[src/rtl/mem64_to32_bridge_pkg.sv]
// Shared types and constants for the 64-to-32 bit memory bridge.
// Narrow-address LSB selects the half: HI (bits 63:32) first, then LO.
package mem64_to32_bridge_pkg;

    typedef enum logic [2:0] {
        StIdle,
        StWrHi,
        StWrLo,
        StRdHi,
        StRdLo,
        StRdCap,
        StRsp
    } state_e;

    localparam logic HALF_HI = 1'b0;
    localparam logic HALF_LO = 1'b1;

endpackage

[src/rtl/mem64_to32_bridge.sv]
// Downsizes single 64-bit read/write requests into up to two 32-bit narrow-port accesses.
// Optional feature macro BRIDGE_WR_ACK_EN: writes also return a one-cycle rsp_valid pulse.
module mem64_to32_bridge
    import mem64_to32_bridge_pkg::*;
#(
    parameter int unsigned ADDR_WIDTH = 13
) (
    input  logic                  clk,
    input  logic                  rst_n,
    input  logic                  req_valid,
    output logic                  req_ready,
    input  logic                  req_we,
    input  logic [7:0]            req_byte_en,
    input  logic [ADDR_WIDTH-1:0] req_addr,
    input  logic [63:0]           req_wdata,
    output logic                  rsp_valid,
    output logic [63:0]           rsp_rdata,
    output logic                  mem_we,
    output logic                  mem_rd,
    output logic [3:0]            mem_byte_en,
    output logic [ADDR_WIDTH:0]   mem_addr,
    output logic [31:0]           mem_wdata,
    input  logic [31:0]           mem_rdata
);

`ifdef BRIDGE_WR_ACK_EN
    localparam state_e WrDone = StRsp;
`else
    localparam state_e WrDone = StIdle;
`endif

    state_e                state;
    state_e                state_next;
    logic [ADDR_WIDTH-1:0] addr_reg;
    logic [7:0]            be_reg;
    logic [63:0]           wdata_reg;
    logic [31:0]           hi_reg;
    logic                  accept;

    assign accept    = req_valid && req_ready;
    assign rsp_valid = (state == StRsp);

    always_comb begin
        state_next  = state;
        req_ready   = 1'b0;
        mem_we      = 1'b0;
        mem_rd      = 1'b0;
        mem_byte_en = 4'h0;
        mem_addr    = '0;
        mem_wdata   = 32'h0;
        case (state)
            StIdle: begin
                req_ready = 1'b1;
                if (req_valid) begin
                    if (req_we) begin
                        // An empty HI half skips straight to the LO beat.
                        state_next = (|req_byte_en[7:4]) ? StWrHi : StWrLo;
                    end else begin
                        state_next = StRdHi;
                    end
                end
            end
            StWrHi: begin
                mem_we      = 1'b1;
                mem_byte_en = be_reg[7:4];
                mem_addr    = {addr_reg, HALF_HI};
                mem_wdata   = wdata_reg[63:32];
                state_next  = (|be_reg[3:0]) ? StWrLo : WrDone;
            end
            StWrLo: begin
                // Also reached by an all-zero write, which must stay silent here.
                if (|be_reg[3:0]) begin
                    mem_we      = 1'b1;
                    mem_byte_en = be_reg[3:0];
                    mem_addr    = {addr_reg, HALF_LO};
                    mem_wdata   = wdata_reg[31:0];
                end
                state_next = WrDone;
            end
            StRdHi: begin
                mem_rd      = 1'b1;
                mem_byte_en = 4'hF;
                mem_addr    = {addr_reg, HALF_HI};
                state_next  = StRdLo;
            end
            StRdLo: begin
                mem_rd      = 1'b1;
                mem_byte_en = 4'hF;
                mem_addr    = {addr_reg, HALF_LO};
                state_next  = StRdCap;
            end
            StRdCap: begin
                state_next = StRsp;
            end
            StRsp: begin
                state_next = StIdle;
            end
            default: begin
                state_next = StIdle;
            end
        endcase
    end

    always_ff @(posedge clk or negedge rst_n) begin
        if (!rst_n) begin
            state <= StIdle;
        end else begin
            state <= state_next;
        end
    end

    always_ff @(posedge clk or negedge rst_n) begin
        if (!rst_n) begin
            addr_reg  <= '0;
            be_reg    <= 8'h0;
            wdata_reg <= 64'h0;
        end else if (accept) begin
            addr_reg  <= req_addr;
            be_reg    <= req_byte_en;
            wdata_reg <= req_wdata;
        end
    end

    // Narrow read data lags its strobe by one cycle: HI arrives in RdLo, LO in RdCap.
    always_ff @(posedge clk or negedge rst_n) begin
        if (!rst_n) begin
            hi_reg    <= 32'h0;
            rsp_rdata <= 64'h0;
        end else begin
            if (state == StRdLo) begin
                hi_reg <= mem_rdata;
            end
            if (state == StRdCap) begin
                rsp_rdata <= {hi_reg, mem_rdata};
            end
        end
    end

endmodule

[config.mk]
export PLATFORM = sky130hd
export DESIGN_NAME = mem64_to32_bridge
export DESIGN_NICKNAME = d
export VERILOG_FILES = /design/src/rtl/mem64_to32_bridge_pkg.sv /design/src/rtl/mem64_to32_bridge.sv
export SDC_FILE = /design/constraint.sdc
export NUM_CORES = 1
export LEC_CHECK = 0
export CORE_MARGIN = 2
export CORE_UTILIZATION = 35
export DETAILED_ROUTE_END_ITERATION = 6
export PLACE_DENSITY = 0.73
export SLEW_MARGIN = 20
export SYNTH_ARGS = -nofsm -noshare
export SYNTH_HDL_FRONTEND = slang
export SYNTH_SLANG_ARGS = --single-unit
[constraint.sdc]
create_clock -name clk -period 6.08 [get_ports clk]
set_input_delay 1.824 -clock clk [delete_from_list [all_inputs] [get_ports clk]]
set_output_delay 1.824 -clock clk [all_outputs]
set_load 0.05 [all_outputs]
# Word level (Yosys, flattened, before mapping)
# Index checks and enable logic that the tools add are counted.
dict set report classes {
  n_eq_ne 7
  n_mux 15
  reduce_logical 6
}
# operator count
set ops {}
lappend ops {{32-bit one-hot mux with 2 select lines} 1}
lappend ops {{14-bit one-hot mux with 3 select lines} 1}
lappend ops {{32-bit two-way mux} 1}
lappend ops {{3-bit one-hot mux with 5 select lines} 1}
lappend ops {{14-bit two-way mux} 1}
lappend ops {{4-bit one-hot mux with 3 select lines} 1}
lappend ops {{3-bit == test, second input constant} 3}
lappend ops {{4-bit OR reduction} 2}
lappend ops {{3-bit by 2-bit == test with 1-bit output, second input constant} 2}
lappend ops {{2-bit two-way mux} 3}
lappend ops {{4-bit two-way mux} 1}
lappend ops {{2-bit OR reduction} 2}
lappend ops {{3-bit by 1-bit == test with 1-bit output, second input constant} 1}
lappend ops {{3-bit zero test} 1}
lappend ops {{1-bit two-way mux} 3}
lappend ops {{3-bit two-way mux} 1}
lappend ops {{2-bit != test, second input constant} 1}
lappend ops {{1-bit one-hot mux with 2 select lines} 1}
lappend ops {{1-bit logical AND} 1}
dict set report totals {
  register_bits 184
  in_bits 121
  word_cells 34
}

# Depth between registers and ports, before layout
# Gate-level depths: netlist (run 1).
dict set report depth {
  ltp_word 5
  mapped_depth 6
  ltp_nobuf 3
}

# Worst setup path before layout (run 1)
# No wires, ideal clock.
dict set report synth_path {
  path_type {flip-flop to output port}
  from {register state[0]}
  to {output mem_byte_en[0]}
  arrival_ps 1974
  required_time_ps 4256
  path_slack_ps 2282
  path_stages_with_launch 5
  path_buffers 1
  cell_sequence {dfrtp_1 > clkbuf_1 > o21a_1 > a21oi_1 > o21ai_0}
}
dict set report synth_between {
  elab_chain_len 3
  elab_cells_between_ends 6
}
# element line_no
set synth_lines {}
lappend synth_lines {{start, declared} mem64_to32_bridge.sv:32} ;# state_e state;
lappend synth_lines {{start signal, assigned} mem64_to32_bridge.sv:106} ;# state <= StIdle;
lappend synth_lines {{start signal, assigned} mem64_to32_bridge.sv:108} ;# state <= state_next;
lappend synth_lines {{3-bit == test / 3-bit by 2-bit == test with 1-bit output (equally long branches)} mem64_to32_bridge.sv:51} ;# case (state)
lappend synth_lines {{2-bit OR reduction (no source line)} --}
lappend synth_lines {{4-bit one-hot mux with 3 select lines (*)} mem64_to32_bridge.sv:51}
lappend synth_lines {{end, declared} mem64_to32_bridge.sv:20} ;# output logic [3:0] mem_byte_en,
# Mark *: on every way between the ends. The rest lies on a longest branch, timed or not.

# Worst setup path in the final report (run 1)
dict set report layout_path {
  from {register state[0]}
  to {output mem_addr[8]}
}
dict set report layout_between {
  elab_chain_len 3
  elab_cells_between_ends 6
}
# element line_no
set layout_lines {}
lappend layout_lines {{3-bit by 2-bit == test with 1-bit output / 3-bit by 1-bit == test with 1-bit output (equally long branches)} mem64_to32_bridge.sv:51}
lappend layout_lines {{2-bit OR reduction (no source line)} --}
lappend layout_lines {{14-bit one-hot mux with 3 select lines (*)} mem64_to32_bridge.sv:51}
lappend layout_lines {{end, declared} mem64_to32_bridge.sv:21} ;# output logic [ADDR_WIDTH:0] mem_addr,
# Marks and branches as above.

==> results.sh, run 1 <==
export IMPL_powerDensity_nw_per_um2=668
export IMPL_report_final_setup_viol=0
export IMPL_placementRows=53
export IMPL_synth_lib_cells_used_distinct=28
export IMPL_post_cts_setup_buffers=0
export IMPL_detailroute_via_count=4802
export IMPL_postCtsHoldBufs=0
export IMPL_drtPass1Iterations=4
export IMPL_io_buffer_count=238
export IMPL_coreArea_um2=21000
export IMPL_criticalPathCategory="flop to output port"
export IMPL_wl_per_cell_um=18.2
export IMPL_crit_path_max_fanout=39
export IMPL_cts_path_max_buffers=2
export IMPL_internal_power_mw=4.00
export IMPL_crit_reg_reg_startpoint="state[0]"
export IMPL_final_net_count=829
export IMPL_layout_cells_sized_above_1=0.305
export IMPL_timing_final_max_slew_violations=0
export IMPL_required_ps=4260
export IMPL_worst_setup_hold_path_clk_slew_ps=70
export IMPL_htreeDepth=4
export IMPL_hold_path_class="flop to flop"
export IMPL_drt_drc_violations_left=0
export IMPL_fin_worst_hold_slack_ps=490
export IMPL_power_share_switching=0.439
export IMPL_clock_fmax_mhz=192
export IMPL_place_inst=963
export IMPL_clock_skew_ps=10.7
export IMPL_layout_filler_cells=1756
export IMPL_timing_max_slew_rel_slack=0.418
export IMPL_syn_area_per_cell_um2=15.7
export IMPL_hold_violations=0
export IMPL_cts_buffers_inserted=17
export IMPL_synthesis_nets=598
export IMPL_power_share_sequential=0.310
export IMPL_setup_repair_after_global_routing_missed_its_margin="no"
export IMPL_critPathArrivalTime_ps=3370
export IMPL_detail_route_wirelength_um=18100
export IMPL_post_synth_main_area_contributors="sky130_fd_sc_hd__dfrtp_1 61%, sky130_fd_sc_hd__mux2_2 24%, sky130_fd_sc_hd__a22o_1 3.9%, sky130_fd_sc_hd__mux2_4 3.0%, sky130_fd_sc_hd__buf_6 1.4%"
export IMPL_boundary_pins=239
export IMPL_die_h_um=150
export IMPL_period_minus_slack_ps=5190
export IMPL_number_of_gates_resized_after_cts=0
export IMPL_rr_endpoint="rsp_rdata[60]"
export IMPL_fin_crit_sh=0.854
export IMPL_cts_sinks=184
export IMPL_whs_endpoint="wdata_reg[54]"
export IMPL_grt_max_degree=94
export IMPL_tritoncts="built"
export IMPL_syn_to_final_growth_pct=42.4
export IMPL_antenna_left=0
export IMPL_drt_iter0_markers=159
export IMPL_worstHoldPathCells=1
export IMPL_grt_remaining_overflow=0
export IMPL_fp_dieArea_um2=22600
export IMPL_worst_slew_pin_slew_ps=873
export IMPL_rr_worst_depth=4
export IMPL_minimum_setup_slack_among_reg_to_reg_paths_ps=3630
export IMPL_synthDominantCellAreaShare=0.614
export IMPL_stdcell_count=997
export IMPL_layout_area_seq_um2=4600
export IMPL_timing_setup_tns_ps=0
export IMPL_chipWidth_um=150
export IMPL_synth_seq_area_share=0.614
export IMPL_antenna_found_initial=1
export IMPL_worst_skew_pair_later_pin_latency_ps=430
export IMPL_max_cap_viol_count=0
export IMPL_place_gp_congestion=0.748
export IMPL_dp_hpwl_um=12700
export IMPL_run_status="finished, final reports clean"
export IMPL_crit_path_end_kind="output port"
export IMPL_max_vdd_ir_drop_v=0.000307
export IMPL_post_layout_total_power_mw=7.13
export IMPL_ys_ff_latch=184
export IMPL_power_clock_fraction=0.153
export IMPL_globalRouteTotalUtil=0.161
export IMPL_crit_path_start_kind="flop"
export IMPL_synthCells=477
export IMPL_holdCritStartpoint="wdata_reg[54]"
export IMPL_initial_utilization=0.357
export IMPL_power_net_switching_mw=3.13
export IMPL_grt_pass1_wl_um=28000
export IMPL_clk_root_buf="sky130_fd_sc_hd__clkbuf_16"
export IMPL_static_leakage_power_nw=4.45
export IMPL_synthesis_yosys_warnings=0
export IMPL_synth_area_um2=7500
export IMPL_synth_top_area_cell="sky130_fd_sc_hd__dfrtp_1"
export IMPL_combinationalPowerShare=0.537
export IMPL_vias_in_the_first_global_route=5143
export IMPL_multi_input_area_um2=2690
export IMPL_avgViaCountPerCell=4.82
[worst max-delay path by stage]
stage / to / from / slack [ps] / cells past startpoint
after floorplan: mem_byte_en[0] / state[0] / 2280 / 4
after global placement: mem_addr[13] / state[0] / 1430 / 4
after detailed placement: mem_addr[10] / state[0] / 1280 / 4
after CTS: mem_addr[10] / state[0] / 790 / 4
after global routing: mem_addr[13] / state[0] / 580 / 4
final: mem_addr[8] / state[0] / 890 / 4
[cell usage after synthesis]
library cell               number
sky130_fd_sc_hd__nor4_1         1
sky130_fd_sc_hd__nor4_2         1
sky130_fd_sc_hd__nor2_1         1
sky130_fd_sc_hd__nor3_1         2
sky130_fd_sc_hd__nand2_1        2
sky130_fd_sc_hd__and3_1         1
sky130_fd_sc_hd__dfrtp_1      184
sky130_fd_sc_hd__o221ai_1       1
sky130_fd_sc_hd__o21a_1         4
sky130_fd_sc_hd__buf_6          9
sky130_fd_sc_hd__or3b_4         1
sky130_fd_sc_hd__o21ai_0        6
sky130_fd_sc_hd__buf_4          4
sky130_fd_sc_hd__and2_1        14
sky130_fd_sc_hd__mux2_2       161
sky130_fd_sc_hd__o31ai_1        1
sky130_fd_sc_hd__or2_2          1
sky130_fd_sc_hd__nand2b_1       3
sky130_fd_sc_hd__inv_1          2
sky130_fd_sc_hd__clkbuf_1       8
sky130_fd_sc_hd__mux2_4        15
sky130_fd_sc_hd__buf_2         10
sky130_fd_sc_hd__nor2b_1        1
sky130_fd_sc_hd__a31oi_1        1
sky130_fd_sc_hd__a21oi_1        4
sky130_fd_sc_hd__mux2_1         5
sky130_fd_sc_hd__a22o_1        33
sky130_fd_sc_hd__nor3_2         1
[final cells by class]
class | count | area share
clock inverter | 13 | 0.0124
clock buffer | 19 | 0.0415
inverter | 2 | 0.000703
tap | 275 | 0.0322
multi-input combinational | 260 | 0.252
timing repair buffer | 243 | 0.230
antenna | 1 | 0.000234
sequential | 184 | 0.431
[stage by stage]
step / area (um2) / utilization / setup WS [ps]
floorplan: 7500 / - / 2280
global placement: 10100 / 0.479 / 1430
detailed placement: 10100 / 0.479 / 1280
CTS: 10600 / 0.506 / 792
global route: 10700 / 0.508 / 581
finish: 10700 / 0.508 / 885
[critical path, cell delays in order, from the launching register on]
cell	delay, ps
sky130_fd_sc_hd__dfrtp_1	650
sky130_fd_sc_hd__or3b_4	670
sky130_fd_sc_hd__o221ai_1	580
sky130_fd_sc_hd__and2_1	340
sky130_fd_sc_hd__clkdlybuf4s50_1	710
[logic make-up (layout without fill, tap and decap cells)]
kind of cell,after synthesis,in the layout,synth area share
AO/OA/AOI/OAI,50,50,0.0522
buffers and inverters,33,277,0.0292
flip-flops,184,184,0.614
multiplexers,181,181,0.279
other,0,1,0
AND/OR/NAND/NOR,29,29,0.0249
[layout by cell type, fill, tap and decap left out, types with 2 or more instances in the layout]
cell type and n:
sky130_fd_sc_hd__inv_8 3, sky130_fd_sc_hd__nand2b_1 3, sky130_fd_sc_hd__inv_1 2, sky130_fd_sc_hd__inv_6 5, sky130_fd_sc_hd__clkbuf_16 17, sky130_fd_sc_hd__mux2_1 5, sky130_fd_sc_hd__a22o_1 33, sky130_fd_sc_hd__o21ai_0 6
sky130_fd_sc_hd__mux2_2 161, sky130_fd_sc_hd__dfrtp_1 184, sky130_fd_sc_hd__buf_4 3, sky130_fd_sc_hd__clkdlybuf4s50_1 237, sky130_fd_sc_hd__a21oi_1 4, sky130_fd_sc_hd__clkinv_2 2, sky130_fd_sc_hd__mux2_4 15, sky130_fd_sc_hd__o21a_1 4
sky130_fd_sc_hd__clkinvlp_4 2, sky130_fd_sc_hd__and2_1 13
[routing by layer]
layer / track usage / wire [um] / vias up
met5: 0 / 0 / -
met4: 0.0467 / 187 / 0
met3: 0.0497 / 1490 / 13
met2: 0.273 / 9150 / 158
met1: 0.198 / 7280 / 2450
li1: - / - / 2181
[power by group through the flow]
stage                     Combinational, mW  Sequential [mW]  Clock (mW)
final                                  3.83             2.21        1.09
after global routing                   4.00             2.30        1.18
after CTS                              3.86             2.21        1.13
after detailed placement               3.85             2.23           0
after global placement                 3.78             2.19           0
after floorplan                        1.95             2.88           0
(Power assumes the default switching activity.)
==> run 2: changes to the inputs <==
--- a/config.mk
+++ b/config.mk
@@ -5,8 +5,11 @@
 export SDC_FILE = /design/constraint.sdc
 export NUM_CORES = 1
 export LEC_CHECK = 0
+export ABC_AREA = 0
+export CORE_ASPECT_RATIO = 1.4
 export CORE_MARGIN = 2
 export CORE_UTILIZATION = 35
+export CTS_CLUSTER_DIAMETER = 30
 export DETAILED_ROUTE_END_ITERATION = 6
 export PLACE_DENSITY = 0.73
 export SLEW_MARGIN = 20
==> run 2 against run 1 <==
Against the previous run: non-clock buffer count stayed put; sequential share of layout area shrank 0.26 points; die area hardly changed; clock skew fell by 2.7 ps; wire length shrank 4.1%; critical path depth unchanged; largest cell class unchanged.
==> results.sh, run 2 (same netlist as run 1, synthesis figures left out) <==
export IMPL_crit_path_max_fanout=39
export IMPL_dp_hpwl_um=12300
export IMPL_cts_sinks=184
export IMPL_syn_to_final_growth_pct=43.3
export IMPL_coreArea_um2=21100
export IMPL_grt_max_degree=102
export IMPL_vias_in_the_first_global_route=5341
export IMPL_minimum_setup_slack_among_reg_to_reg_paths_ps=3880
export IMPL_detailroute_via_count=4803
export IMPL_antenna_found_initial=1
export IMPL_antenna_left=0
export IMPL_mostFrequentLayoutCells="237 x sky130_fd_sc_hd__clkdlybuf4s50_1, 184 x sky130_fd_sc_hd__dfrtp_1, 161 x sky130_fd_sc_hd__mux2_2, 33 x sky130_fd_sc_hd__a22o_1, 17 x sky130_fd_sc_hd__clkbuf_16"
export IMPL_globalRouteTotalUtil=0.157
export IMPL_report_final_setup_viol=0
export IMPL_multi_input_area_um2=2690
export IMPL_criticalPathCategory="flop to output port"
export IMPL_detail_route_wirelength_um=17400
export IMPL_layout_filler_cells=1781
export IMPL_timing_setup_tns_ps=0
export IMPL_initial_utilization=0.355
export IMPL_timing_max_slew_rel_slack=0.420
export IMPL_period_minus_slack_ps=5170
export IMPL_chipWidth_um=128
export IMPL_final_core_util=0.508
export IMPL_worst_skew_pair_later_pin_latency_ps=420
export IMPL_die_h_um=177
export IMPL_setup_repair_after_global_routing_missed_its_margin="no"
export IMPL_timing_final_max_slew_violations=0
export IMPL_drt_iter0_markers=134
export IMPL_layout_commonest_cell="sky130_fd_sc_hd__clkdlybuf4s50_1"
export IMPL_fin_crit_sh=0.850
export IMPL_clk_root_buf="sky130_fd_sc_hd__clkbuf_16"
export IMPL_finalInstanceArea_um2=10700
export IMPL_stdcell_count=982
export IMPL_boundary_pins=239
export IMPL_max_cap_viol_count=0
export IMPL_wl_per_cell_um=17.7
export IMPL_cts_buffers_inserted=17
export IMPL_drt_drc_violations_left=0
export IMPL_htreeDepth=4
export IMPL_tritoncts="built"
export IMPL_drtPass1Iterations=4
export IMPL_worstPathBufferInverterCount=1
export IMPL_grt_pass1_wl_um=27700
export IMPL_post_dp_cell_area_um2=10100
export IMPL_hold_path_class="flop to flop"
export IMPL_cts_path_max_buffers=2
export IMPL_place_inst=948
export IMPL_max_vdd_ir_drop_v=0.000278
export IMPL_hold_violations=0
export IMPL_max_stage_delay_ps=710
export IMPL_grt_remaining_overflow=0
export IMPL_critPathArrivalTime_ps=3340
export IMPL_post_layout_total_power_mw=7.24
export IMPL_final_net_count=829
export IMPL_clock_fmax_mhz=193
export IMPL_crit_path_end_kind="output port"
export IMPL_run_status="finished, final reports clean"
export IMPL_static_leakage_power_nw=4.49
export IMPL_avgViaCountPerCell=4.89
export IMPL_critical_path_top_delay_family="simple AND/OR/NAND/NOR gates"
export IMPL_required_ps=4260
export IMPL_worstPathCellList="or3b_4 -> o221ai_1 -> and2_1 -> clkdlybuf4s50_1"
export IMPL_place_gp_congestion=0.854
export IMPL_post_cts_setup_buffers=0
export IMPL_powerDensity_nw_per_um2=674
export IMPL_worst_slew_pin_slew_ps=870
export IMPL_layout_area_seq_um2=4600
export IMPL_io_buffer_count=238
export IMPL_fp_dieArea_um2=22600
export IMPL_postCtsHoldBufs=0
export IMPL_clock_skew_ps=7.99
export IMPL_crit_path_top_delay_cell="sky130_fd_sc_hd__clkdlybuf4s50_1"
export IMPL_worst_setup_hold_path_clk_slew_ps=70
export IMPL_layout_cells_sized_above_1=0.307
export IMPL_crit_path_start_kind="flop"
export IMPL_number_of_gates_resized_after_cts=0
export IMPL_placementRows=63
[run 2: cell count changes in the layout (fill, tap and decap cells not counted), sizes merged]
cell,previous run,this run
clkinv,2,3
bufinv,1,5
clkbuf,19,18
inv,10,6
[run 2: through the flow]
stage / hold slack (ps) / setup WS (ps)
after floorplan: 459 / 2280
after global placement: 470 / 1470
after detailed placement: 476 / 1360
after CTS: 491 / 867
after global routing: 518 / 642
final: 489 / 912
[run 2: report_power, final]
| part | internal, mW | switching (mW) | leakage, nW | total (mW) |
|---|---|---|---|---|
| combinational | 1.56 | 2.25 | 2.00 | 3.81 |
| clock | 0.745 | 0.476 | 0.318 | 1.22 |
| sequential | 1.85 | 0.349 | 2.17 | 2.20 |
[run 2: path summary, 6_finish.rpt]
kind | start | endpoint | depth (start not counted)
worst min-delay path | wdata_reg[59] | wdata_reg[59] | 1
worst min register to register | wdata_reg[59] | wdata_reg[59] | 1
min in group asynchronous | rst_n | wdata_reg[55] | 1
worst max-delay path | state[0] | mem_addr[4] | 4
worst max register to register | state[0] | wdata_reg[15] | 4
max in group asynchronous | rst_n | rsp_rdata[57] | 2
[run 2: final cells by class]
class	count	area share
sequential	184	0.429
multi-input combinational	260	0.250
timing repair buffer	243	0.228
clock buffer	18	0.0409
tap	260	0.0303
clock inverter	14	0.0204
inverter	2	0.000699
antenna	1	0.000233
[run 2: worst reg2reg max path, cell delays in order (launching register included)]
cell and delay (ps):
sky130_fd_sc_hd__dfrtp_1 550, sky130_fd_sc_hd__nor3_1 320, sky130_fd_sc_hd__and2_4 460, sky130_fd_sc_hd__buf_16 320
sky130_fd_sc_hd__mux2_2 420
[run 2: layer usage]
layer / vias to the layer above / track usage / part of all wire
met5: - / 0 / 0
met4: 0 / 0.0531 / 0.013
met3: 19 / 0.0577 / 0.077
met2: 174 / 0.277 / 0.52
met1: 2430 / 0.173 / 0.39
li1: 2180 / - / -
